<file path="config.mk">
export PLATFORM = sky130hd
export DESIGN_NAME = usrt_rx_deser
export DESIGN_NICKNAME = d
export VERILOG_FILES = /design/src/rtl/usrt_rx_deser.sv
export SDC_FILE = /design/constraint.sdc
export NUM_CORES = 1
export LEC_CHECK = 0
export CAP_MARGIN = 20
export CORE_MARGIN = 4
export CORE_UTILIZATION = 50
export DETAILED_ROUTE_END_ITERATION = 12
export PLACE_DENSITY_LB_ADDON = 0.3
export SLEW_MARGIN = 20
export SYNTH_ARGS = -nofsm -noshare
export SYNTH_HDL_FRONTEND = slang
export SYNTH_SLANG_ARGS = --single-unit
</file>
<file path="constraint.sdc">
create_clock -name clk -period 4.8 [get_ports clk]
set_input_delay 0.72 -clock clk [delete_from_list [all_inputs] [get_ports clk]]
set_output_delay 0.72 -clock clk [all_outputs]
set_load 0.05 [all_outputs]
</file>
<file path="src/rtl/usrt_rx_deser.sv">
// USRT receiver: synchronizes usrt_clk/rts/txd into clk, deserializes 7/8-bit
// characters LSB first and queues them in a show-ahead FIFO.
module usrt_rx_deser #(
  parameter int DEPTH   = 4,
  parameter int SYNC_FF = 2
) (
  input  logic       clk,
  input  logic       rst_n,
  input  logic       usrt_clk,
  input  logic       rts,
  input  logic       txd,
  input  logic       size_sel,
  input  logic       rd_en,
  output logic [7:0] rd_data,
  output logic       rd_empty,
  output logic       rd_full,
  output logic       overflow,
  output logic       frame_err,
  input  logic       err_clr
);

  localparam int AW = $clog2(DEPTH);

  typedef enum logic {IDLE, RECV} state_t;

  state_t             state, state_nxt;
  logic [SYNC_FF-1:0] uclk_sync, rts_sync, txd_sync;
  logic               uclk_d;
  logic               bit_tick, rts_s, txd_s;
  logic               take, abort, drop;
  logic [3:0]         bit_cnt, cnt_inc;
  logic               len8, len8_eff, last;
  logic [6:0]         shreg;
  logic [7:0]         shift_nxt;
  logic               push_r;
  logic [7:0]         word_r;
  logic [7:0]         mem [DEPTH];
  logic [AW:0]        wr_ptr, rd_ptr;
  logic               pop, wr_acc;

  // All three inputs share the same depth so bit/strobe alignment is preserved.
  always_ff @(posedge clk or negedge rst_n) begin
    if (!rst_n) begin
      uclk_sync <= '0;
      rts_sync  <= '0;
      txd_sync  <= '0;
      uclk_d    <= 1'b0;
    end else begin
      uclk_sync <= {uclk_sync[SYNC_FF-2:0], usrt_clk};
      rts_sync  <= {rts_sync[SYNC_FF-2:0], rts};
      txd_sync  <= {txd_sync[SYNC_FF-2:0], txd};
      uclk_d    <= uclk_sync[SYNC_FF-1];
    end
  end

  assign bit_tick = uclk_sync[SYNC_FF-1] & ~uclk_d;
  assign rts_s    = rts_sync[SYNC_FF-1];
  assign txd_s    = txd_sync[SYNC_FF-1];

  always_ff @(posedge clk or negedge rst_n) begin
    if (!rst_n) state <= IDLE;
    else        state <= state_nxt;
  end

  // An rts fall takes priority over a coincident bit_tick.
  always_comb begin
    state_nxt = state;
    take      = 1'b0;
    abort     = 1'b0;
    drop      = 1'b0;
    case (state)
      IDLE: if (rts_s) state_nxt = RECV;
      RECV: begin
        if (!rts_s) begin
          state_nxt = IDLE;
          drop      = 1'b1;
          abort     = (bit_cnt != 4'd0);
        end else if (bit_tick) begin
          take = 1'b1;
        end
      end
      default: state_nxt = IDLE;
    endcase
  end

  assign len8_eff  = (bit_cnt == 4'd0) ? size_sel : len8;
  assign cnt_inc   = bit_cnt + 4'd1;
  assign last      = (cnt_inc == (len8_eff ? 4'd8 : 4'd7));
  assign shift_nxt = {txd_s, shreg};

  always_ff @(posedge clk or negedge rst_n) begin
    if (!rst_n) begin
      bit_cnt <= '0;
      len8    <= 1'b0;
      shreg   <= '0;
      push_r  <= 1'b0;
      word_r  <= '0;
    end else begin
      push_r <= 1'b0;
      if (drop) begin
        bit_cnt <= '0;
      end else if (take) begin
        shreg <= shift_nxt[7:1];
        if (bit_cnt == 4'd0) len8 <= size_sel;
        if (last) begin
          bit_cnt <= '0;
          push_r  <= 1'b1;
          word_r  <= len8_eff ? shift_nxt : {1'b0, shift_nxt[7:1]};
        end else begin
          bit_cnt <= cnt_inc;
        end
      end
    end
  end

  assign rd_empty = (wr_ptr == rd_ptr);
  assign rd_full  = (wr_ptr[AW] != rd_ptr[AW]) && (wr_ptr[AW-1:0] == rd_ptr[AW-1:0]);
  assign pop      = rd_en & ~rd_empty;
  // When full, a simultaneous pop frees the very slot the push lands in.
  assign wr_acc   = push_r & (~rd_full | pop);
  assign rd_data  = rd_empty ? '0 : mem[rd_ptr[AW-1:0]];

  always_ff @(posedge clk) begin
    if (wr_acc) mem[wr_ptr[AW-1:0]] <= word_r;
  end

  always_ff @(posedge clk or negedge rst_n) begin
    if (!rst_n) begin
      wr_ptr    <= '0;
      rd_ptr    <= '0;
      overflow  <= 1'b0;
      frame_err <= 1'b0;
    end else begin
      if (wr_acc) wr_ptr <= wr_ptr + 1'b1;
      if (pop)    rd_ptr <= rd_ptr + 1'b1;
      overflow  <= (push_r & rd_full & ~pop) | (overflow & ~err_clr);
      frame_err <= abort | (frame_err & ~err_clr);
    end
  end

endmodule

</file>
==> results.json <==
{
  "post-route-min-period_ns": 3.492,
  "dpl.hpwl_um": 2988,
  "grt_first_pass_wirelength_um": 7962,
  "syn_area_per_cell_um2": 14.62,
  "cp-end-kind": "primary output",
  "drt-initial-drc-count": 139,
  "clockBufferDepth": 2,
  "p_leak_nw": 1.390,
  "areaGrowthSynthToFinish_pct": 15.69,
  "post_cts.repair.setup_buffers": 0,
  "wl_per_cell_um": 15.08,
  "die_h_um": 84.08,
  "dpl.cell_count": 284,
  "ant_nets": 0,
  "finalNetCount": 238,
  "min_path_cells": 0,
  "critical_path_class": "reg -> out",
  "root_buffer": "clkbuf_8",
  "max_cap_violations": 0,
  "r2r-start": "bit_cnt[0]$_DFFE_PN0P_",
  "grt_pass1_vias": 1569,
  "relSlewSlack_pct": 33.22,
  "clk_pin_slew_worst_paths_ns": 0.06,
  "io-pin-count": 20,
  "core_um2": 5574,
  "clock.fmax_mhz": 286.4,
  "worst_pin_slew_ns": 0.9941,
  "ys_seq_area_share_pct": 65.20,
  "met2WireLength_um": 2180,
  "wl_um": 4525,
  "holdPathEnd": "txd_sync[1]$_DFF_PN0_",
  "p_per_area_nw_per_um2": 487.9,
  "met1Wirelength_um": 2104,
  "numCtsBuffers": 9,
  "slowest_stage": "clkdlybuf4s50_1",
  "fin_tns_setup_ns": 0,
  "vias": 1559,
  "antenna_found_initial": 0,
  "rows": 27,
  "ys_types": 32,
  "crit_required_ns": 4.08,
  "drv_slew": 0,
  "finalWeightedCongestion": 0.8602,
  "synth-seq-cells": 69,
  "gr-total-overflow": 0,
  "reg2reg_to": "word_r[5]$_DFFE_PN0P_",
  "hold_viol": 0,
  "drive_gt1_share_pct": 18.42,
  "htreeDepth": 3,
  "via_per_inst": 5.197,
  "arrival_ns": 2.77,
  "worstSkewPairLatency_ns": 0.34,
  "syn_inst": 198,
  "status": "completed",
  "firstDrtPassIters": 4,
  "top_layer_used": "met4",
  "cts_tree": "built",
  "io_buffers": 19,
  "die_w_um": 84.08,
  "clock_skew_ns": 0.006731,
  "finalCritPeriodShare_pct": 72.75,
  "setup_viol": 0,
  "synth.cell_area_um2": 2894,
  "fill_cells": 448,
  "crit_fanout": 11,
  "die_area_um2": 7069,
  "drc_errors": 0,
  "cp-start-kind": "flop",
  "vdd_drop_max_uv": 318.4,
  "synth_nets": 213,
  "grt_usage_pct": 14.90,
  "diodes": 0,
  "timing.critical_path.slowest_cell_delay_ns": 0.92,
  "start_util_pct": 51.92,
  "cts_sinks": 69,
  "hold_ws_ns": 0.3469,
  "yosysTopAreaCellShare_pct": 33.20,
  "wl_met3_um": 185,
  "stdcell_count": 300,
  "r2r_slack_ns": 1.74,
  "hold_class": "reg -> reg",
  "worstPathCellList": "xor2_1 > nor3b_2 > clkdlybuf4s50_1",
  "rr_worst_depth": 7,
  "grt_max_degree": 38,
  "rsz0062_at_grt": "false",
  "min_from": "txd_sync[0]$_DFF_PN0_",
  "ys_warn_count": 0,
  "cts_hold_buf": 0,
  "yosysTopAreaCell": "edfxtp_1",
  "cts_resized": 0,
  "synthTopCellsByArea": "edfxtp_1, dfrtp_1, mux2_2"
}
## metal layers
| layer | global-route usage, % | vias to the layer above |
|---|---|---|
| met5 | 0 | - |
| met4 | 6.140 | 0 |
| met3 | 5.528 | 6 |
| met2 | 22.09 | 25 |
| met1 | 19.78 | 777 |
| li1 | - | 751 |
## metrics by stage
step | area [µm²] | setup slack [ns] | power, W | utilization, %
after floorplan | 2894 | 1.909 | 0.001038 | -
after global placement | 3144 | 1.684 | 0.001159 | 56.41
after detailed placement | 3144 | 1.553 | 0.001169 | 56.41
after CTS | 3348 | 1.180 | 0.001655 | 60.07
after global routing | 3348 | 1.047 | 0.001721 | 60.07
final | 3348 | 1.308 | 0.001634 | 60.07
## cells in the mapped netlist
| cell type | n |
|---|---|
| ha_1 | 7 |
| xor2_1 | 4 |
| buf_2 | 2 |
| nand3_1 | 1 |
| nor2b_1 | 10 |
| buf_4 | 1 |
| nand2_1 | 27 |
| or3_1 | 1 |
| a2111o_1 | 1 |
| a41o_1 | 1 |
| nor2_1 | 8 |
| inv_1 | 13 |
| and3_1 | 1 |
| mux2_2 | 18 |
| xnor2_1 | 3 |
| and2b_1 | 1 |
| and3b_1 | 1 |
| a21oi_4 | 1 |
| dfrtp_1 | 37 |
| mux2i_1 | 1 |
| nor3_1 | 2 |
| o21ai_0 | 4 |
| o32ai_1 | 1 |
| nor4_1 | 1 |
| a22o_1 | 2 |
| mux4_2 | 8 |
| nor3b_2 | 2 |
| edfxtp_1 | 32 |
| nand4b_1 | 1 |
| nand2b_1 | 2 |
| o2111ai_1 | 2 |
| clkbuf_1 | 2 |
## state kept, by name, indices dropped and copies added (netlist names)
register	cells
len8	1
overflow	1
mem	32
uclk_d	1
rd_ptr	3
push_r	1
uclk_sync	2
txd_sync	2
rts_sync	2
shreg	7
word_r	8
frame_err	1
bit_cnt	4
state	1
wr_ptr	3
## cell families (layout without fill, tap and decap cells)
group,count (synthesis),in the layout,synth area share [%]
xor+xnor,7,7,2.119
fa+ha+maj,7,7,3.026
simple gates,58,58,10.03
mux,27,27,13.58
buf+inv,18,48,2.551
compound gates,12,12,3.502
flops,69,69,65.20
## how the worst max path moves through the flow
stage	start	end	depth (start not counted)
2_1_floorplan	rd_ptr[0]$_DFFE_PN0P_	rd_data[0]	4
3_3_place_gp	rd_ptr[0]$_DFFE_PN0P_	rd_empty	3
3_5_place_dp	rd_ptr[0]$_DFFE_PN0P_	rd_empty	3
4_1_cts	rd_ptr[0]$_DFFE_PN0P_	rd_empty	3
5_1_grt	rd_ptr[0]$_DFFE_PN0P_	rd_empty	3
6_report	rd_ptr[0]$_DFFE_PN0P_	rd_empty	3
## cell usage in the layout, fill, tap and decap left out
master           netlist  routed
a2111o_1               1       1
a21oi_4                1       1
a22o_1                 2       2
a41o_1                 1       1
and2b_1                1       1
and3_1                 1       1
and3b_1                1       1
buf_2                  2       1
bufinv_16              0       2
clkbuf_8               0       9
clkdlybuf4s50_1        0      18
clkinv_1               0       4
clkinv_2               0       1
dfrtp_1               37      37
edfxtp_1              32      32
ha_1                   7       7
inv_1                 13      13
mux2_2                18      18
mux2i_1                1       1
mux4_2                 8       8
nand2_1               27      27
nand2b_1               2       2
nand3_1                1       1
nand4b_1               1       1
nor2_1                 8       8
nor2b_1               10      10
nor3_1                 2       2
nor3b_2                2       2
nor4_1                 1       1
o2111ai_1              2       2
o21ai_0                4       4
o32ai_1                1       1
or3_1                  1       1
xnor2_1                3       3
xor2_1                 4       4
## worst max-delay path, delay by kind of cell (launching register included)
| kind | cells | cell delay, ns |
|---|---|---|
| buf+inv | 1 | 0.92 |
| flops | 1 | 0.73 |
| simple gates | 1 | 0.57 |
| xor+xnor | 1 | 0.22 |
## area by class of cell
type / instances / area (µm²) / share of cell area [%]
repair buffers: 19 / 185.2 / 5.531
inverters: 13 / 48.80 / 1.457
flip-flops and latches: 69 / 1887 / 56.35
clock inverters: 7 / 80.08 / 2.392
multi-input cells: 111 / 933.4 / 27.88
clock buffers: 9 / 123.9 / 3.700
well taps: 72 / 90.09 / 2.691
## where the power goes
part,switching (W),leakage [nW],total (W),internal (W)
Clock,0.000199,0.103,0.000483,0.000284
Combinational,0.000255,0.507,0.000445,0.000190
Sequential,0.0000610,0.780,0.000706,0.000645
Total,0.000515,1.39,0.00163,0.00112
Power figures use the tool's default switching activity.
